===== src/rtl/rv_pkg.sv =====
// Shared RISC-V control-transfer encodings and BTB types.
package rv_pkg;

    localparam logic [2:0] FMT_B    = 3'b011;
    localparam logic [2:0] FMT_J    = 3'b101;
    localparam logic [6:0] OPC_JALR = 7'b1100111;

    localparam logic [2:0] F3_BEQ  = 3'b000;
    localparam logic [2:0] F3_BNE  = 3'b001;
    localparam logic [2:0] F3_BLT  = 3'b100;
    localparam logic [2:0] F3_BGE  = 3'b101;
    localparam logic [2:0] F3_BLTU = 3'b110;
    localparam logic [2:0] F3_BGEU = 3'b111;

    typedef enum logic {
        BTB_BR  = 1'b0,
        BTB_JMP = 1'b1
    } btb_kind_e;

    // Two-bit saturating direction counter step.
    function automatic logic [1:0] ctr_step(input logic [1:0] c, input logic taken);
        if (taken) begin
            return (c == 2'b11) ? c : c + 2'd1;
        end
        return (c == 2'b00) ? c : c - 2'd1;
    endfunction

endpackage


===== src/rtl/branch_resolve.sv =====
// Combinational branch/jump outcome and target computation.
module branch_resolve
    import rv_pkg::*;
#(
    parameter int unsigned XLEN = 64
) (
    input  logic [XLEN-1:0] i_pc,
    input  logic [2:0]      i_format,
    input  logic [2:0]      i_funct3,
    input  logic [6:0]      i_opcode,
    input  logic [XLEN-1:0] i_a,
    input  logic [XLEN-1:0] i_b,
    input  logic [XLEN-1:0] i_imm,
    output logic            o_is_branch_c,
    output logic            o_is_jump_c,
    output logic            o_taken_c,
    output logic [XLEN-1:0] o_target_c,
    output logic [XLEN-1:0] o_next_pc_c
);

    logic [XLEN-1:0] w_seq_pc;
    logic [XLEN-1:0] w_rel_tgt;
    logic [XLEN-1:0] w_jalr_tgt;

    assign w_seq_pc   = i_pc + XLEN'(4);
    assign w_rel_tgt  = i_pc + i_imm;
    assign w_jalr_tgt = (i_a + i_imm) & ~XLEN'(1);

    // Decode the format, evaluate the branch condition and pick the target.
    // For branches the target is the taken target even when not taken, so the
    // BTB can be filled on a not-taken first execution.
    always_comb begin
        o_is_branch_c = 1'b0;
        o_is_jump_c   = 1'b0;
        o_taken_c     = 1'b0;
        o_target_c    = w_seq_pc;
        if (i_format == FMT_B) begin
            o_is_branch_c = 1'b1;
            o_target_c    = w_rel_tgt;
            case (i_funct3)
                F3_BEQ:  o_taken_c = (i_a == i_b);
                F3_BNE:  o_taken_c = (i_a != i_b);
                F3_BLT:  o_taken_c = ($signed(i_a) <  $signed(i_b));
                F3_BGE:  o_taken_c = ($signed(i_a) >= $signed(i_b));
                F3_BLTU: o_taken_c = (i_a <  i_b);
                F3_BGEU: o_taken_c = (i_a >= i_b);
                default: o_taken_c = 1'b0;
            endcase
        end else if (i_format == FMT_J) begin
            o_is_jump_c = 1'b1;
            o_taken_c   = 1'b1;
            o_target_c  = (i_opcode == OPC_JALR) ? w_jalr_tgt : w_rel_tgt;
        end
    end

    assign o_next_pc_c = o_taken_c ? o_target_c : w_seq_pc;

endmodule


===== src/rtl/branch_predict_unit.sv =====
// BTB-based next-PC predictor with execute-stage resolution and redirect.
module branch_predict_unit
    import rv_pkg::*;
#(
    parameter int unsigned XLEN    = 64,
    parameter int unsigned ENTRIES = 16,
    parameter int unsigned CNT_W   = 32
) (
    input  logic              clk,
    input  logic              rst,
    input  logic [XLEN-1:0]   if_pc,
    output logic              if_pred_taken,
    output logic [XLEN-1:0]   if_pred_target,
    input  logic              ex_valid,
    input  logic              ex_flush,
    input  logic [XLEN-1:0]   ex_pc,
    input  logic [2:0]        ex_format,
    input  logic [2:0]        ex_funct3,
    input  logic [6:0]        ex_opcode,
    input  logic [XLEN-1:0]   ex_a,
    input  logic [XLEN-1:0]   ex_b,
    input  logic [XLEN-1:0]   ex_imm,
    input  logic              ex_pred_taken,
    input  logic [XLEN-1:0]   ex_pred_target,
    output logic              redirect_valid,
    output logic [XLEN-1:0]   redirect_pc,
    output logic [CNT_W-1:0]  mispredict_cnt
);

    localparam int unsigned IDX_W = $clog2(ENTRIES);
    localparam int unsigned TAG_W = XLEN - IDX_W - 2;

    logic            r_valid  [ENTRIES];
    logic [TAG_W-1:0] r_tag   [ENTRIES];
    logic [XLEN-1:0] r_target [ENTRIES];
    btb_kind_e       r_kind   [ENTRIES];
    logic [1:0]      r_ctr    [ENTRIES];

    logic             r_redirect_valid;
    logic [XLEN-1:0]  r_redirect_pc;
    logic [CNT_W-1:0] r_mis_cnt;

    logic [IDX_W-1:0] w_if_idx;
    logic [TAG_W-1:0] w_if_tag;
    logic             w_if_hit;
    logic [IDX_W-1:0] w_ex_idx;
    logic [TAG_W-1:0] w_ex_tag;
    logic             w_ex_hit;
    logic             w_ex_upd;
    logic             w_is_branch;
    logic             w_is_jump;
    logic             w_act_taken;
    logic [XLEN-1:0]  w_act_target;
    logic [XLEN-1:0]  w_act_next;
    logic             w_mispredict;

    assign w_if_idx = if_pc[IDX_W+1:2];
    assign w_if_tag = if_pc[XLEN-1:IDX_W+2];
    assign w_ex_idx = ex_pc[IDX_W+1:2];
    assign w_ex_tag = ex_pc[XLEN-1:IDX_W+2];

    // Fetch-side lookup; forced to a miss while reset is held.
    always_comb begin
        w_if_hit       = !rst && r_valid[w_if_idx] && (r_tag[w_if_idx] == w_if_tag);
        if_pred_taken  = w_if_hit && ((r_kind[w_if_idx] == BTB_JMP) || r_ctr[w_if_idx][1]);
        if_pred_target = if_pred_taken ? r_target[w_if_idx] : if_pc + XLEN'(4);
    end

    branch_resolve #(
        .XLEN (XLEN)
    ) u_resolve (
        .i_pc          (ex_pc),
        .i_format      (ex_format),
        .i_funct3      (ex_funct3),
        .i_opcode      (ex_opcode),
        .i_a           (ex_a),
        .i_b           (ex_b),
        .i_imm         (ex_imm),
        .o_is_branch_c (w_is_branch),
        .o_is_jump_c   (w_is_jump),
        .o_taken_c     (w_act_taken),
        .o_target_c    (w_act_target),
        .o_next_pc_c   (w_act_next)
    );

    // Compare the actual outcome with the prediction carried from fetch.
    always_comb begin
        w_ex_upd     = ex_valid && !ex_flush;
        w_ex_hit     = r_valid[w_ex_idx] && (r_tag[w_ex_idx] == w_ex_tag);
        w_mispredict = (w_act_taken != ex_pred_taken) ||
                       (w_act_taken && ex_pred_taken && (w_act_next != ex_pred_target));
    end

    // BTB update, registered redirect and saturating mispredict counter.
    always_ff @(posedge clk) begin
        if (rst) begin
            r_redirect_valid <= 1'b0;
            r_redirect_pc    <= '0;
            r_mis_cnt        <= '0;
            for (int unsigned i = 0; i < ENTRIES; i++) begin
                r_valid[i] <= 1'b0;
                r_kind[i]  <= BTB_BR;
                r_ctr[i]   <= 2'b01;
            end
        end else begin
            r_redirect_valid <= w_ex_upd && w_mispredict;
            if (w_ex_upd && w_mispredict) begin
                r_redirect_pc <= w_act_next;
                if (r_mis_cnt != {CNT_W{1'b1}}) begin
                    r_mis_cnt <= r_mis_cnt + CNT_W'(1);
                end
            end
            if (w_ex_upd) begin
                if (w_is_branch) begin
                    r_valid[w_ex_idx]  <= 1'b1;
                    r_tag[w_ex_idx]    <= w_ex_tag;
                    r_target[w_ex_idx] <= w_act_target;
                    r_kind[w_ex_idx]   <= BTB_BR;
                    if (w_ex_hit) begin
                        r_ctr[w_ex_idx] <= ctr_step(r_ctr[w_ex_idx], w_act_taken);
                    end else begin
                        r_ctr[w_ex_idx] <= w_act_taken ? 2'b10 : 2'b01;
                    end
                end else if (w_is_jump) begin
                    r_valid[w_ex_idx]  <= 1'b1;
                    r_tag[w_ex_idx]    <= w_ex_tag;
                    r_target[w_ex_idx] <= w_act_target;
                    r_kind[w_ex_idx]   <= BTB_JMP;
                    r_ctr[w_ex_idx]    <= 2'b11;
                end else if (w_ex_hit) begin
                    r_valid[w_ex_idx] <= 1'b0;
                end
            end
        end
    end

    assign redirect_valid = r_redirect_valid;
    assign redirect_pc    = r_redirect_pc;
    assign mispredict_cnt = r_mis_cnt;

endmodule

===== config.mk =====
export PLATFORM = sky130hd
export DESIGN_NAME = branch_predict_unit
export DESIGN_NICKNAME = d
export VERILOG_FILES = /design/src/rtl/rv_pkg.sv /design/src/rtl/branch_resolve.sv /design/src/rtl/branch_predict_unit.sv
export SDC_FILE = /design/constraint.sdc
export NUM_CORES = 2
export LEC_CHECK = 0
export CORE_MARGIN = 2
export CORE_UTILIZATION = 35
export CTS_CLUSTER_DIAMETER = 200
export DETAILED_ROUTE_END_ITERATION = 6
export SYNTH_ARGS = -nofsm -noshare
export SYNTH_HDL_FRONTEND = slang
export SYNTH_HIERARCHICAL = 1
export SYNTH_SLANG_ARGS = --single-unit

===== constraint.sdc =====
create_clock -name clk -period 13.1 [get_ports clk]
set_input_delay 1.965 -clock clk [delete_from_list [all_inputs] [get_ports clk]]
set_output_delay 1.965 -clock clk [all_outputs]
set_load 0.01 [all_outputs]

==> impl_metrics.csv <==
group,metric,value,unit
outcome,outcome,"finished with violations",
outcome,violations,"max-capacitance violations, max-slew violations",
route,drt_wl_total,398,mm
place,io_buffers,563,
floorplanning,core_area,298000,sq um
sta,slew_headroom,-4.08,%
logic_synthesis,synthCells,6546,
clock_network,root_buffer,"clkbuf_16",
route,ant_nets,0,
floorplanning,rows,200,
global_routing,grt_max_degree,104,
clock_network,clockBufferDepth,4,
clock_network,numCtsBuffers,222,
critical_path,cp.arrival,10870,ps
floorplanning,start_util,35.2,%
finish,finalNetCount,7777,
logic_synthesis,synth_area,105000,sq um
finish,register_area,62500,sq um
sta,setup_tns,0,ps
sta,timing.final.hold_violations,0,
logic_synthesis,syn_nets,7143,
route,top_layer,"met5",
finish,areaGrowthSynthToFinish,17.0,%
sta,period_needed,10160,ps
power,p_per_area,129,nW/um^2
place,preCtsSetupSlack,2300,ps
logic_synthesis,synth_cell_types,102,
global_routing,grt_pass1_vias,66400,
route,routed-wl-met3,42.7,mm
global_routing,grt_pass1_wl,542,mm
floorplanning,io_pins,564,
logic_synthesis,synth_edf_count,2016,
place,hpwlAfterDp,275,mm
floorplanning,dieArea,304000,sq um
logic_synthesis,synth-seq-cells,2113,
clock_network,cts-resized-gates,0,
place,routabilityCongestion,0.969,
sta,maxSlewViolCount,4,
sta,fin_crit_sh,77.6,%
critical_path,critPathMaxFanout,52,
route,dr_wl_met2,179,mm
logic_synthesis,syn_area_per_cell,16.0,sq um
clock_network,ctsHoldBuffers,0,
route,avgRoutedWirePerCell,35.2,microns
route,vias_per_cell,6.10,
logic_synthesis,yosysSeqAreaShare,59.6,%
finish,multiInputGateArea,40300,sq um
global_routing,gr-usage-all-layers,25.6,%
clock_network,numClockSinks,2113,
floorplanning,chipWidth,551,microns
route,drt-met1-wl,157,mm
logic_synthesis,synthArstFlopShare,0,%
clock_network,clock_insertion_delay_worst_skew,950,ps
floorplanning,die_h,551,microns
clock_network,cts_tree,"done",
global_routing,antenna_found_initial,53,
finish,nFillCells,26600,
power,ir_drop,0.120,mV
place,dpl_cell_area,116000,sq um
finish,drive_gt1_share,21.2,%
critical_path,crit_type,"input port to flip-flop",
flow_run,max-cap-violations,1,
critical_path,cp.required,13800,ps
sta,rsz0062_at_grt,"no",
global_routing,grt_overflow,0,
power,p_leak,0.0397,uW
worst_hold_path,hold_path_class,"flip-flop to flip-flop",
power,total_power,15800,uW
critical_path,critPathCaptureType,"flip-flop",
sta,skew,140,ps
logic_synthesis,synth_ff_type,"edfxtp_1",
critical_path,critPathLaunchType,"input port",
route,num_vias,69000,
sta,fin_ws,2940,ps
finish,final_area,123000,sq um
route,drc,0,
clock_network,clk_pin_slew,60,ps
route,firstDrtPassIters,5,
sta,finalSetupViolCount,0,
sta,fmax,0.0984,GHz
clock_network,cts_max_level,4,
logic_synthesis,yosys_warnings,6,
route,drtIter0Drc,9535,
sta,tightestPinTransition,1560,ps
clock_network,postCtsSetupBuffers,0,
## sequential cells by signal (all words and copies together), names as in the netlist
signal and cells:
redirect_pc 64, r_target 1024, r_tag 928, redirect_valid 1, mispredict_cnt 32, r_ctr 32, r_kind 16, r_valid 16
## where the power goes
part	switching [uW]	internal [uW]
Clock	2670	3450
Sequential	23.7	7500
Combinational	1370	785
## layout by cell type (no fill, tap or decap), drive strengths merged, types with 135 or more instances in the layout
cell type and instances:
nor3 135, clkdlybuf4s50 554, ha 193, xnor2 274
inv 135, xor2 163, clkbuf 271, mux4 784
nor2 299, nand2 293, mux2i 284, edfxtp 2016
o21ai 156, buf 230, a21oi 228
## worst max-delay path, cell delays in order
cell             delay (ps)
clkdlybuf4s50_1         510
ha_1                    360
nand4_1                 130
nor4_1                  930
and4_1                  450
o21ai_0                 220
and3_1                  230
nand3_1                 130
mux2i_1                 150
a41oi_4                 250
buf_4                   540
buf_4                   640
nor2_1                   90
a21oi_1                 510
xnor2_1                 200
nand4_1                 220
nor4_1                  440
nand4_1                 190
a21oi_1                1230
nor2_4                  150
buf_4                   370
buf_4                   440
mux2i_1                 250
nor2_1                   60
## cells in the mapped netlist, drive strengths merged, types with 156 or more instances
master / count / share of area, %
nor2: 299 / 1.1
clkbuf: 191 / 0.69
mux2i: 284 / 2.7
mux4: 784 / 17
a21oi: 228 / 1.1
edfxtp: 2016 / 58
xor2: 163 / 1.4
xnor2: 274 / 2.3
o21ai: 156 / 0.76
nand2: 293 / 1.0
buf: 183 / 1.0
ha: 193 / 2.3
## cells by family (layout without fill, tap and decap cells)
| family | after synthesis | after routing | share of synthesized area, % |
|---|---|---|---|
| DFF | 2113 | 2113 | 59.6 |
| and+or+nand+nor | 1234 | 1234 | 5.81 |
| muxes | 1177 | 1177 | 20.8 |
| AOI/OAI and AO/OA | 885 | 885 | 5.66 |
| buffers and inverters | 505 | 1311 | 2.16 |
| xor gates and xnor gates | 437 | 437 | 3.65 |
| adders and majority gates | 195 | 195 | 2.34 |
| other | 0 | 19 | 0 |
## cell type report
class | instances | share of cell area [%]
tap | 3939 | 4.02
clock buffer | 271 | 4.72
timing repair buffer | 784 | 6.09
multi-input combinational | 3928 | 32.9
clock inverter | 125 | 0.898
sequential | 2113 | 50.9
inverter | 131 | 0.401
antenna | 19 | 0.0388
## path summary, 6_finish.rpt
path                                start                      endpoint  slack (ps)  depth (start not counted)
max reg2reg       r_tag[11][43]$_DFFE_PP_     r_valid[11]$_SDFFCE_PN0P_        8110                         10
min reg2reg  redirect_pc[22]$_SDFFE_PP0P_  redirect_pc[22]$_SDFFE_PP0P_         500                          2
min          redirect_pc[22]$_SDFFE_PP0P_  redirect_pc[22]$_SDFFE_PP0P_         500                          2
max                              ex_a[57]  redirect_pc[41]$_SDFFE_PP0P_        2940                         24
## stage by stage
step           instances  util, %  hold WS, ps
6_report           11300     41.2          503
5_1_grt            11300     41.2          545
4_1_cts            11300     41.2          501
3_5_place_dp       10900     38.9          485
3_3_place_gp       10900     38.9          479
2_1_floorplan       6546        -          515
## per-layer routing
metal,up-vias,GRT usage (%)
li1,27800,-
met1,36100,35.2
met2,4351,39.0
met3,666,5.65
met4,30,10.9
met5,-,0
(Power assumes the default switching activity.)
